--- src/rtl/fpu_add_sub_swap_align_if.sv ---
// Purpose: handshake and data bundle between the swap/align stage and its neighbours.
// Latency: none, wires only.
// Backpressure: carries i_ready from downstream and o_ready back upstream.
interface fpu_add_sub_swap_align_if #(
    parameter int EXP_W = 8,
    parameter int MAN_W = 23,
    parameter int GRS_W = 3
);
    localparam int DW = 1 + EXP_W + MAN_W;
    localparam int MW = 1 + MAN_W + GRS_W;

    logic             i_valid;
    logic             o_ready;
    logic [DW-1:0]    i_data_a;
    logic [DW-1:0]    i_data_b;
    logic             i_op_sub;
    logic             o_valid;
    logic             i_ready;
    logic             o_swap;
    logic             o_sign_big;
    logic             o_eff_sub;
    logic [EXP_W-1:0] o_exp;
    logic [MW-1:0]    o_mant_big;
    logic [MW-1:0]    o_mant_small;
    logic             o_special;

    modport slave (
        input  i_valid, i_data_a, i_data_b, i_op_sub, i_ready,
        output o_ready, o_valid, o_swap, o_sign_big, o_eff_sub,
               o_exp, o_mant_big, o_mant_small, o_special
    );

    modport master (
        output i_valid, i_data_a, i_data_b, i_op_sub, i_ready,
        input  o_ready, o_valid, o_swap, o_sign_big, o_eff_sub,
               o_exp, o_mant_big, o_mant_small, o_special
    );
endinterface

--- src/rtl/fpu_add_sub_swap_align.sv ---
// Purpose: order two IEEE-754 operands by magnitude and right-align the smaller mantissa with GRS bits.
// Latency: 2 cycles accept to o_valid, one operation per cycle sustained.
// Backpressure: each stage advances when the one after it is empty or draining; o_ready is combinational.

// 8-bit magnitude comparator: a_i > b_i, equality, and |a_i - b_i|.
module add_sub_comp_8bit (
    input  logic [7:0] a_i,
    input  logic [7:0] b_i,
    output logic       a_gt_b_o,
    output logic       a_eq_b_o,
    output logic [7:0] abs_diff_o
);
    logic [8:0] sub_ab;
    logic [7:0] sub_ba;

    // Borrow out of a-b says b is larger; the opposite subtraction gives the magnitude then.
    always_comb begin
        sub_ab     = {1'b0, a_i} - {1'b0, b_i};
        sub_ba     = b_i - a_i;
        a_eq_b_o   = (sub_ab[7:0] == 8'd0) && !sub_ab[8];
        a_gt_b_o   = !sub_ab[8] && !a_eq_b_o;
        abs_diff_o = sub_ab[8] ? sub_ba : sub_ab[7:0];
    end
endmodule

module fpu_add_sub_swap_align #(
    parameter int EXP_W = 8,
    parameter int MAN_W = 23,
    parameter int GRS_W = 3
) (
    input  logic                     i_clk,
    input  logic                     i_rst_n,
    fpu_add_sub_swap_align_if.slave  bus
);
    localparam int MW   = 1 + MAN_W + GRS_W;
    localparam int SH_W = $clog2(MW + 1);
    localparam logic [EXP_W-1:0] MW_E  = EXP_W'(MW);
    localparam logic [SH_W-1:0]  MW_S  = SH_W'(MW);
    localparam logic [EXP_W-1:0] EXP_1 = EXP_W'(1);

    // Handshake: a slot may load when its successor can take its current content.
    logic adv1, adv2;
    logic s1_valid_q, s2_valid_q;

    assign adv2        = bus.i_ready | ~s2_valid_q;
    assign adv1        = adv2 | ~s1_valid_q;
    assign bus.o_ready = adv1;
    assign bus.o_valid = s2_valid_q;

    // Stage 1 combinational decode and ordering.
    logic             sa, sb, sb_eff;
    logic [EXP_W-1:0] exa, exb, ea, eb;
    logic [MAN_W-1:0] fa, fb;
    logic             ha, hb;
    logic             b_gt_a_exp, exp_eq, swap;
    logic [EXP_W-1:0] diff;

    add_sub_comp_8bit u_exp_cmp (
        .a_i        (eb),
        .b_i        (ea),
        .a_gt_b_o   (b_gt_a_exp),
        .a_eq_b_o   (exp_eq),
        .abs_diff_o (diff)
    );

    // Unpack fields; denormals use exponent 1 with no hidden bit so the comparison stays in magnitude order.
    always_comb begin
        sa     = bus.i_data_a[EXP_W+MAN_W];
        sb     = bus.i_data_b[EXP_W+MAN_W];
        exa    = bus.i_data_a[MAN_W +: EXP_W];
        exb    = bus.i_data_b[MAN_W +: EXP_W];
        fa     = bus.i_data_a[MAN_W-1:0];
        fb     = bus.i_data_b[MAN_W-1:0];
        ha     = (exa != '0);
        hb     = (exb != '0);
        ea     = ha ? exa : EXP_1;
        eb     = hb ? exb : EXP_1;
        sb_eff = sb ^ bus.i_op_sub;
        swap   = b_gt_a_exp | (exp_eq & ({hb, fb} > {ha, fa}));
    end

    logic             s1_swap_q, s1_sign_big_q, s1_eff_sub_q, s1_special_q, s1_hid_s_q;
    logic [EXP_W-1:0] s1_exp_q, s1_diff_q;
    logic [MW-1:0]    s1_mant_big_q;
    logic [MAN_W-1:0] s1_frac_s_q;

    // Stage 1 register: capture ordered operands when the slot advances with a new operation.
    always_ff @(posedge i_clk or negedge i_rst_n) begin
        if (!i_rst_n) begin
            s1_valid_q    <= 1'b0;
            s1_swap_q     <= 1'b0;
            s1_sign_big_q <= 1'b0;
            s1_eff_sub_q  <= 1'b0;
            s1_special_q  <= 1'b0;
            s1_hid_s_q    <= 1'b0;
            s1_exp_q      <= '0;
            s1_diff_q     <= '0;
            s1_mant_big_q <= '0;
            s1_frac_s_q   <= '0;
        end else if (adv1) begin
            s1_valid_q <= bus.i_valid;
            if (bus.i_valid) begin
                s1_swap_q     <= swap;
                s1_sign_big_q <= swap ? sb_eff : sa;
                s1_eff_sub_q  <= sa ^ sb ^ bus.i_op_sub;
                s1_special_q  <= (exa == '1) | (exb == '1);
                s1_exp_q      <= swap ? eb : ea;
                s1_diff_q     <= diff;
                s1_mant_big_q <= swap ? {hb, fb, {GRS_W{1'b0}}} : {ha, fa, {GRS_W{1'b0}}};
                s1_hid_s_q    <= swap ? ha : hb;
                s1_frac_s_q   <= swap ? fa : fb;
            end
        end
    end

    // Stage 2 alignment: shift into a double-width window so the low half holds everything shifted out.
    logic [SH_W-1:0] sh;
    logic [MW-1:0]   m_small;
    logic [2*MW-1:0] win;
    logic [MW-1:0]   aligned;

    always_comb begin
        m_small = {s1_hid_s_q, s1_frac_s_q, {GRS_W{1'b0}}};
        sh      = (s1_diff_q >= MW_E) ? MW_S : s1_diff_q[SH_W-1:0];
        win     = {m_small, {MW{1'b0}}} >> sh;
        aligned = win[2*MW-1:MW] | {{(MW-1){1'b0}}, |win[MW-1:0]};
    end

    logic             s2_swap_q, s2_sign_big_q, s2_eff_sub_q, s2_special_q;
    logic [EXP_W-1:0] s2_exp_q;
    logic [MW-1:0]    s2_mant_big_q, s2_mant_small_q;

    // Stage 2 register: outputs hold while downstream stalls.
    always_ff @(posedge i_clk or negedge i_rst_n) begin
        if (!i_rst_n) begin
            s2_valid_q      <= 1'b0;
            s2_swap_q       <= 1'b0;
            s2_sign_big_q   <= 1'b0;
            s2_eff_sub_q    <= 1'b0;
            s2_special_q    <= 1'b0;
            s2_exp_q        <= '0;
            s2_mant_big_q   <= '0;
            s2_mant_small_q <= '0;
        end else if (adv2) begin
            s2_valid_q <= s1_valid_q;
            if (s1_valid_q) begin
                s2_swap_q       <= s1_swap_q;
                s2_sign_big_q   <= s1_sign_big_q;
                s2_eff_sub_q    <= s1_eff_sub_q;
                s2_special_q    <= s1_special_q;
                s2_exp_q        <= s1_exp_q;
                s2_mant_big_q   <= s1_mant_big_q;
                s2_mant_small_q <= aligned;
            end
        end
    end

    assign bus.o_swap       = s2_swap_q;
    assign bus.o_sign_big   = s2_sign_big_q;
    assign bus.o_eff_sub    = s2_eff_sub_q;
    assign bus.o_special    = s2_special_q;
    assign bus.o_exp        = s2_exp_q;
    assign bus.o_mant_big   = s2_mant_big_q;
    assign bus.o_mant_small = s2_mant_small_q;
endmodule
--- src/flat_wrapper.sv ---
// flat-port wrapper written by rule: the top's interface ports become plain ports
module fpu_add_sub_swap_align_flat 
#(
    parameter int EXP_W = 8,
    parameter int MAN_W = 23,
    parameter int GRS_W = 3
)
  (i_clk, i_rst_n, bus_i_valid, bus_i_data_a, bus_i_data_b, bus_i_op_sub, bus_i_ready, bus_o_ready, bus_o_valid, bus_o_swap, bus_o_sign_big, bus_o_eff_sub, bus_o_exp, bus_o_mant_big, bus_o_mant_small, bus_o_special);
  fpu_add_sub_swap_align_if #(.EXP_W(EXP_W), .MAN_W(MAN_W), .GRS_W(GRS_W)) bus_i ();
  input  logic i_clk;
  input  logic i_rst_n;
  input wire logic [$bits(bus_i.i_valid)-1:0] bus_i_valid;
  input wire logic [$bits(bus_i.i_data_a)-1:0] bus_i_data_a;
  input wire logic [$bits(bus_i.i_data_b)-1:0] bus_i_data_b;
  input wire logic [$bits(bus_i.i_op_sub)-1:0] bus_i_op_sub;
  input wire logic [$bits(bus_i.i_ready)-1:0] bus_i_ready;
  output wire logic [$bits(bus_i.o_ready)-1:0] bus_o_ready;
  output wire logic [$bits(bus_i.o_valid)-1:0] bus_o_valid;
  output wire logic [$bits(bus_i.o_swap)-1:0] bus_o_swap;
  output wire logic [$bits(bus_i.o_sign_big)-1:0] bus_o_sign_big;
  output wire logic [$bits(bus_i.o_eff_sub)-1:0] bus_o_eff_sub;
  output wire logic [$bits(bus_i.o_exp)-1:0] bus_o_exp;
  output wire logic [$bits(bus_i.o_mant_big)-1:0] bus_o_mant_big;
  output wire logic [$bits(bus_i.o_mant_small)-1:0] bus_o_mant_small;
  output wire logic [$bits(bus_i.o_special)-1:0] bus_o_special;
  assign bus_i.i_valid = bus_i_valid;
  assign bus_i.i_data_a = bus_i_data_a;
  assign bus_i.i_data_b = bus_i_data_b;
  assign bus_i.i_op_sub = bus_i_op_sub;
  assign bus_i.i_ready = bus_i_ready;
  assign bus_o_ready = bus_i.o_ready;
  assign bus_o_valid = bus_i.o_valid;
  assign bus_o_swap = bus_i.o_swap;
  assign bus_o_sign_big = bus_i.o_sign_big;
  assign bus_o_eff_sub = bus_i.o_eff_sub;
  assign bus_o_exp = bus_i.o_exp;
  assign bus_o_mant_big = bus_i.o_mant_big;
  assign bus_o_mant_small = bus_i.o_mant_small;
  assign bus_o_special = bus_i.o_special;
  fpu_add_sub_swap_align #(.EXP_W(EXP_W), .MAN_W(MAN_W), .GRS_W(GRS_W)) u_core (.i_clk(i_clk), .i_rst_n(i_rst_n), .bus(bus_i));
endmodule
--- config.mk ---
export PLATFORM = sky130hd
export DESIGN_NAME = fpu_add_sub_swap_align_flat
export DESIGN_NICKNAME = d
export VERILOG_FILES = /design/src/rtl/fpu_add_sub_swap_align_if.sv /design/src/rtl/fpu_add_sub_swap_align.sv /design/src/flat_wrapper.sv
export SDC_FILE = /design/constraint.sdc
export NUM_CORES = 1
export LEC_CHECK = 0
export CAP_MARGIN = 10
export CORE_MARGIN = 10
export CORE_UTILIZATION = 42
export DETAILED_ROUTE_END_ITERATION = 16
export PLACE_DENSITY = 0.65
export SLEW_MARGIN = 20
export SYNTH_ARGS = -nofsm -noshare
export SYNTH_HDL_FRONTEND = slang
export SYNTH_SLANG_ARGS = --single-unit
--- constraint.sdc ---
create_clock -name i_clk -period 2.8 [get_ports i_clk]
set_clock_uncertainty 0.15 [all_clocks]
set_input_delay 0.56 -clock i_clk [delete_from_list [all_inputs] [get_ports i_clk]]
set_output_delay 0.56 -clock i_clk [all_outputs]
set_load 0.05 [all_outputs]
---- Yosys cells after proc, flatten, opt, wreduce, memory -nomap -nowiden ----
Index checks and enable logic that the tools add are counted.
cells by class
  $add $sub $neg .......................... 2
  magnitude comparators ................... 2
  equal/unequal tests ..................... 2
  shift operators ......................... 1
  multiplexer cells ....................... 9
  bitwise operators ....................... 11
  reductions and logical operators ........ 10
operators by type and width
  operator            number
  $shr 54x5->54       1
  $mux 8              4
  $mux 27             1
  $or 27x1->27        1
  $reduce_or 27->1    1
  $gt 24x24->1        1
  $mux 23             1
  $eq 8x8->1 const B  2
  $reduce_bool 8->1   2
  $sub 8x8->9         1
  $ge 8x5->1 const B  1
  $logic_not 8->1     1
  $sub 8x8->8         1
  $mux 5              1
  $or 1x1->1          4
  $reduce_and 2->1    2
  $xor 1x1->1         3
  $logic_and 1x1->1   2
  $logic_not 1->1     2
  $mux 1              2
  $not 1->1           2
  $and 1x1->1         1
word-level totals
  register bits ........................... 139
  bits of input ports ..................... 69
  output and inout port bits .............. 68
  logic and storage cells ................. 55

---- Depth between registers and ports, before layout ----
  depth in word-level cells ............... 9
  mapped depth ............................ 18
  mapped depth without buffers ............ 16

---- Modules after synthesis ----
Synthesis repeated with hierarchy kept, for this count alone.
unflattened totals
  cell total of the unflattened synthesis .. 1073
  area total of the unflattened synthesis .. 8953.6 um2
modules (own cells, without submodules)
  module                  instances  cells each  area an instance (um2)  seq. area each (um2)
  fpu_add_sub_swap_align  1          974         8171.6                  3328.2
  add_sub_comp_8bit       1          99          782.0                   0.0

---- Least setup slack after synthesis ----
OpenSTA, ideal clock, no wires.
  path kind ............................... input-to-reg
  start point ............................. input bus_i_data_b[26]
  end point ............................... register u_core.s1_exp_q[4]
  library setup time ...................... 0.126 ns
  arrival time ............................ 3.854 ns
  required time ........................... 2.524 ns
  setup slack ............................. -1.330 ns
  stages on the path ...................... 14
  path buffers ............................ 1
  cell sequence ........................... or4_1 nor2_1 nor2_1 ha_1 fa_1 nor2b_1 o21ai_0 nand2b_1 xor2_1 or4_4 o41ai_4 nor2_4 buf_6 a221o_1
on the way
  longest elaborated chain between the ends .. 9
  elaborated cells on any way between the ends .. 12
  those cells by class .................... 1 x add/sub; 1 x order compare; 2 x mux; 2 x bitwise; 6 x reduce/logical
ends and longest elaborated chain
  what                                                line                                                        text
  start, declared                                     flat_wrapper.sv:14                                          input wire logic [$bits(bus_i.i_data_b)-1:0] bus_i_data_b;
  $reduce_bool 8->1                                   fpu_add_sub_swap_align.sv:75                                hb = (exb != '0);
  $mux 8                                              fpu_add_sub_swap_align.sv:77                                eb = hb ? exb : EXP_1;
  $sub 8x8->9                                         fpu_add_sub_swap_align.sv:18                                sub_ab = {1'b0, a_i} - {1'b0, b_i};
  $logic_not 8->1 or $logic_not 1->1 (tied branches)  fpu_add_sub_swap_align.sv:20, fpu_add_sub_swap_align.sv:21
  $logic_and 1x1->1                                   fpu_add_sub_swap_align.sv:20                                a_eq_b_o = (sub_ab[7:0] == 8'd0) && !sub_ab[8];
  $logic_not 1->1                                     fpu_add_sub_swap_align.sv:21                                a_gt_b_o = !sub_ab[8] && !a_eq_b_o;
  $logic_and 1x1->1                                   fpu_add_sub_swap_align.sv:21
  $or 1x1->1                                          fpu_add_sub_swap_align.sv:79                                swap = b_gt_a_exp | (exp_eq & ({hb, fb} > {ha, fa}));
  $mux 8 *                                            fpu_add_sub_swap_align.sv:107                               s1_exp_q <= swap ? eb : ea;
  end signal, assigned                                fpu_add_sub_swap_align.sv:107
  end, declared                                       fpu_add_sub_swap_align.sv:83                                logic [EXP_W-1:0] s1_exp_q, s1_diff_q;
Mark *: on every way between the ends. The rest lies on a longest branch, timed or not.
A chain may end at the register's enable or synchronous reset.

---- Worst setup path in the final report ----
  start point ............................. input bus_i_data_b[29]
  end point ............................... register u_core.s1_frac_s_q[20]
on the way
  longest elaborated chain between the ends .. 9
  elaborated cells on any way between the ends .. 12
  those cells by class .................... 1 x add/sub; 1 x order compare; 2 x mux; 2 x bitwise; 6 x reduce/logical
ends and longest elaborated chain
  what                                                line                                                        text
  $reduce_bool 8->1                                   fpu_add_sub_swap_align.sv:75
  $mux 8                                              fpu_add_sub_swap_align.sv:77
  $sub 8x8->9                                         fpu_add_sub_swap_align.sv:18
  $logic_not 8->1 or $logic_not 1->1 (tied branches)  fpu_add_sub_swap_align.sv:20, fpu_add_sub_swap_align.sv:21
  $logic_and 1x1->1                                   fpu_add_sub_swap_align.sv:20
  $logic_not 1->1                                     fpu_add_sub_swap_align.sv:21
  $logic_and 1x1->1                                   fpu_add_sub_swap_align.sv:21
  $or 1x1->1 *                                        fpu_add_sub_swap_align.sv:79
  $mux 23 *                                           fpu_add_sub_swap_align.sv:111                               s1_frac_s_q <= swap ? fa : fb;
  end signal, assigned                                fpu_add_sub_swap_align.sv:111
  end, declared                                       fpu_add_sub_swap_align.sv:85                                logic [MAN_W-1:0] s1_frac_s_q;
Marked as above.

==> flow_summary.json <==
{
  "cp.required_ps": 2960,
  "tightest_slew_ps": 688,
  "die_y_um": 165,
  "holdWs_ps": 319,
  "grt_pass1_vias": 9433,
  "synth_compound_area_frac": 0.231,
  "fin_ws_ps": -1060,
  "slew_headroom": 0.541,
  "wirelength_um": 34200,
  "cts.clk_slew.worst_paths_ps": 60,
  "rsz0062_at_grt": "yes",
  "synth_area_mm2": 0.00882,
  "area_growth_pct": 55.0,
  "cts_tree": "yes",
  "clk_latency_ps": 430,
  "yosysSeqAreaShare": 0.377,
  "ant_nets": 0,
  "start_util": 0.432,
  "track_usage": 0.242,
  "synth_top_family_by_area": "compound AO/OA/AOI/OAI gates",
  "seqPwrFrac": 0.253,
  "drt-vias-per-instance": 5.71,
  "worstPathCellList": "buf_6 -> or4_4 -> nor2_4 -> nor2_2 -> ha_2 -> fa_2 -> nor2b_1 -> o21ai_1 -> nand2b_1 -> buf_4 -> xor2_1 -> or4_4 -> o41ai_4 -> buf_4 -> nor2_4 -> clkbuf_16 -> a221o_1",
  "grt_overflow_total": 0,
  "grt_max_degree": 66,
  "die_w_um": 165,
  "yosys.area.top_type": "dfrtp_1",
  "power-per-cell-area_mw_per_mm2": 761,
  "hpwlAfterDp_um": 24900,
  "synth-edff-count": 0,
  "vias": 9504,
  "io_pins": 137,
  "p_leak_uw": 0.00658,
  "synthMuxAreaShare": 0.0250,
  "netlist_instances": 1032,
  "ys_top_cells_by_area": "dfrtp_1 38%, nand2_1 7.3%, a221o_1 5.7%, ha_1 5.5%, and3_1 4.3%",
  "setup_viol": 67,
  "cts-buffers-inserted": 17,
  "drv_slew": 0,
  "critPathKind": "in2reg",
  "clockBufferDepth": 2,
  "ys_seq_elements": 133,
  "cap_violations": 0,
  "arrival_ps": 4020,
  "synth-async-reset-ratio": 1.00,
  "synthFlopType": "dfrtp_1",
  "synth_xor_area_frac": 0.0149,
  "avgSynthCellArea_um2": 8.55,
  "drtIter0Drc": 708,
  "status": "complete, but fails checks",
  "max_clock_freq_mhz": 259,
  "crit_path_end_kind": "register",
  "antenna_cells": 0,
  "synthMostInstantiatedCell": "nand2_1",
  "yosys.area_share.simple": 0.225,
  "hold_violations": 0,
  "row_count": 52,
  "yosys_warnings": 0,
  "synth_cell_types": 71,
  "synth-adder-area-share": 0.0598,
  "power_frac_comb": 0.537,
  "switchingPower_uw": 4410,
  "place_congestion": 0.934,
  "wl_per_cell_um": 20.5,
  "layout-drive-gt1-share": 0.319,
  "layout_min_cycle_time_ps": 3860,
  "synthTopCellsByCount": "172 x nand2_1, 133 x dfrtp_1, 71 x clkbuf_1, 63 x o21ai_0, 60 x and3_1",
  "hp-class": "reg2reg",
  "final.setup.tns_ps": -63450,
  "min_period_over_period": 1.38,
  "cts_root_buffer": "clkbuf_16",
  "htreeDepth": 4,
  "critical-path-max-stage-delay_ps": 540,
  "drc_errors": 0,
  "die_area_mm2": 0.0272,
  "cellInternalPower_uw": 6000,
  "clockPowerShare": 0.210,
  "drt-pass1-iter-count": 5,
  "violations": "negative setup slack",
  "synth_top_area_frac": 0.377,
  "grt_pass1_wl_um": 51900,
  "worstPathMaxFanout": 9,
  "antenna_found_initial": 0,
  "p_sw_frac": 0.424,
  "startpoint_type": "primary input",
  "port_buffers": 133,
  "ir_worst_vdd_v": 0.000481,
  "core_area_mm2": 0.0204,
  "dp_slack_ps": -1690,
  "cts_sinks": 133,
  "layout.nets": 1492,
  "critPathSlowestCell": "or4_4"
}
## cells in the final DEF (no fill, tap or decap), types with 6 or more instances in the layout
cell type,count
buf_4,237
nand2_1,165
dfrtp_1,133
clkdlybuf4s50_1,115
and3_1,58
a221o_1,50
inv_1,46
nor2_1,46
ha_1,38
buf_6,38
o21ai_0,35
nand3_1,33
a21oi_1,28
o21ai_1,19
nand4_1,19
clkbuf_16,19
a21o_1,17
mux2i_1,11
buf_12,11
nand2b_1,10
o22ai_1,10
nand3_2,9
a21oi_2,9
o21ai_2,9
o211ai_1,9
xor2_1,7
xnor2_1,7
a31oi_1,7
nand2_2,7
nor3_1,7
a22o_1,7
nor2b_1,6
inv_6,6
## worst paths after layout
| path | startpoint | to | slack (ps) | depth (start not counted) |
|---|---|---|---|---|
| max in group asynchronous | i_rst_n | u_core.s1_mant_big_q[9]$_DFFE_PN0P_ | 1260 | 3 |
| hold reg to reg | u_core.bus.o_mant_big[19]$_DFFE_PN0P_ | u_core.bus.o_mant_big[19]$_DFFE_PN0P_ | 320 | 2 |
| hold / removal | u_core.bus.o_mant_big[19]$_DFFE_PN0P_ | u_core.bus.o_mant_big[19]$_DFFE_PN0P_ | 320 | 2 |
| min in group asynchronous | i_rst_n | u_core.bus.o_mant_big[11]$_DFFE_PN0P_ | 510 | 2 |
| setup / recovery | bus_i_data_b[29] | u_core.s1_frac_s_q[20]$_DFFE_PN0P_ | -1060 | 17 |
| setup reg to reg | u_core.s1_diff_q[5]$_DFFE_PN0P_ | u_core.bus.o_mant_small[0]$_DFFE_PN0P_ | -190 | 11 |
## timing repair
item | 4_1_cts | 5_1_grt
pin swaps | 39 | 48
hold endpoints to repair | 54 | 0
gates cloned | 4 | 4
resized for setup | 102 | 90
setup endpoints to repair | 73 | 77
hold buffers | 1 | 0
buffers inserted | 18 | 15
## power groups by stage
stage / Combinational, uW / Sequential, uW / Clock (uW)
floorplan: 2040 / 3240 / 0
finish: 5590 / 2630 / 2190
detailed placement: 4920 / 2630 / 0
global route: 5920 / 2670 / 2290
CTS: 5180 / 2610 / 2200
global placement: 4920 / 2630 / 0
## cell families after synthesis
logic type,count (synthesis)
muxes,20
and+or+nand+nor,412
xor gates and xnor gates,15
adders and majority gates,41
buffers and inverters,136
other,1
AOI/OAI and AO/OA,274
DFF,133
## area by class of cell
type | instances | area, um^2
sequential | 133 | 3330
timing repair buffer | 418 | 3810
fill | 1693 | 6750
tap | 270 | 338
multi-input combinational | 766 | 5470
clock buffer | 19 | 453
clock inverter | 13 | 111
inverter | 46 | 173
## critical path, delay by kind of cell
| kind | cells | cell delay, ps |
|---|---|---|
| AO/OA/AOI/OAI | 3 | 610 |
| XOR/XNOR | 1 | 60 |
| adder cells (fa/ha/maj) | 2 | 590 |
| buffers and inverters | 4 | 620 |
| AND/OR/NAND/NOR | 7 | 1570 |
## sequential cells by signal, summed over array words and instances (netlist names), 8 cells and up
register and cells:
u_core.bus.o_mant_big 24, u_core.s1_exp_q 8, u_core.s1_mant_big_q 24, u_core.s1_diff_q 8, u_core.bus.o_exp 8, u_core.bus.o_mant_small 27, u_core.s1_frac_s_q 23
## per-stage QoR
step | cell area, um^2 | util | power [uW] | cells
finish | 13700 | 0.669 | 10400 | 1665
global route | 13700 | 0.669 | 10900 | 1665
CTS | 13200 | 0.646 | 9990 | 1650
detailed placement | 12200 | 0.596 | 7560 | 1595
global placement | 12200 | 0.596 | 7540 | 1595
floorplan | 8960 | - | 5270 | 1034
## layer usage
layer	GRT usage	vias to the layer above	share of wire	wire, um
met5	0	-	0	0
met4	0.0604	0	0.018	611
met3	0.0495	35	0.068	2330
met2	0.408	364	0.49	16800
met1	0.311	4638	0.42	14400
li1	-	4467	-	-
No activity file was read; power rests on OpenSTA's default activity.
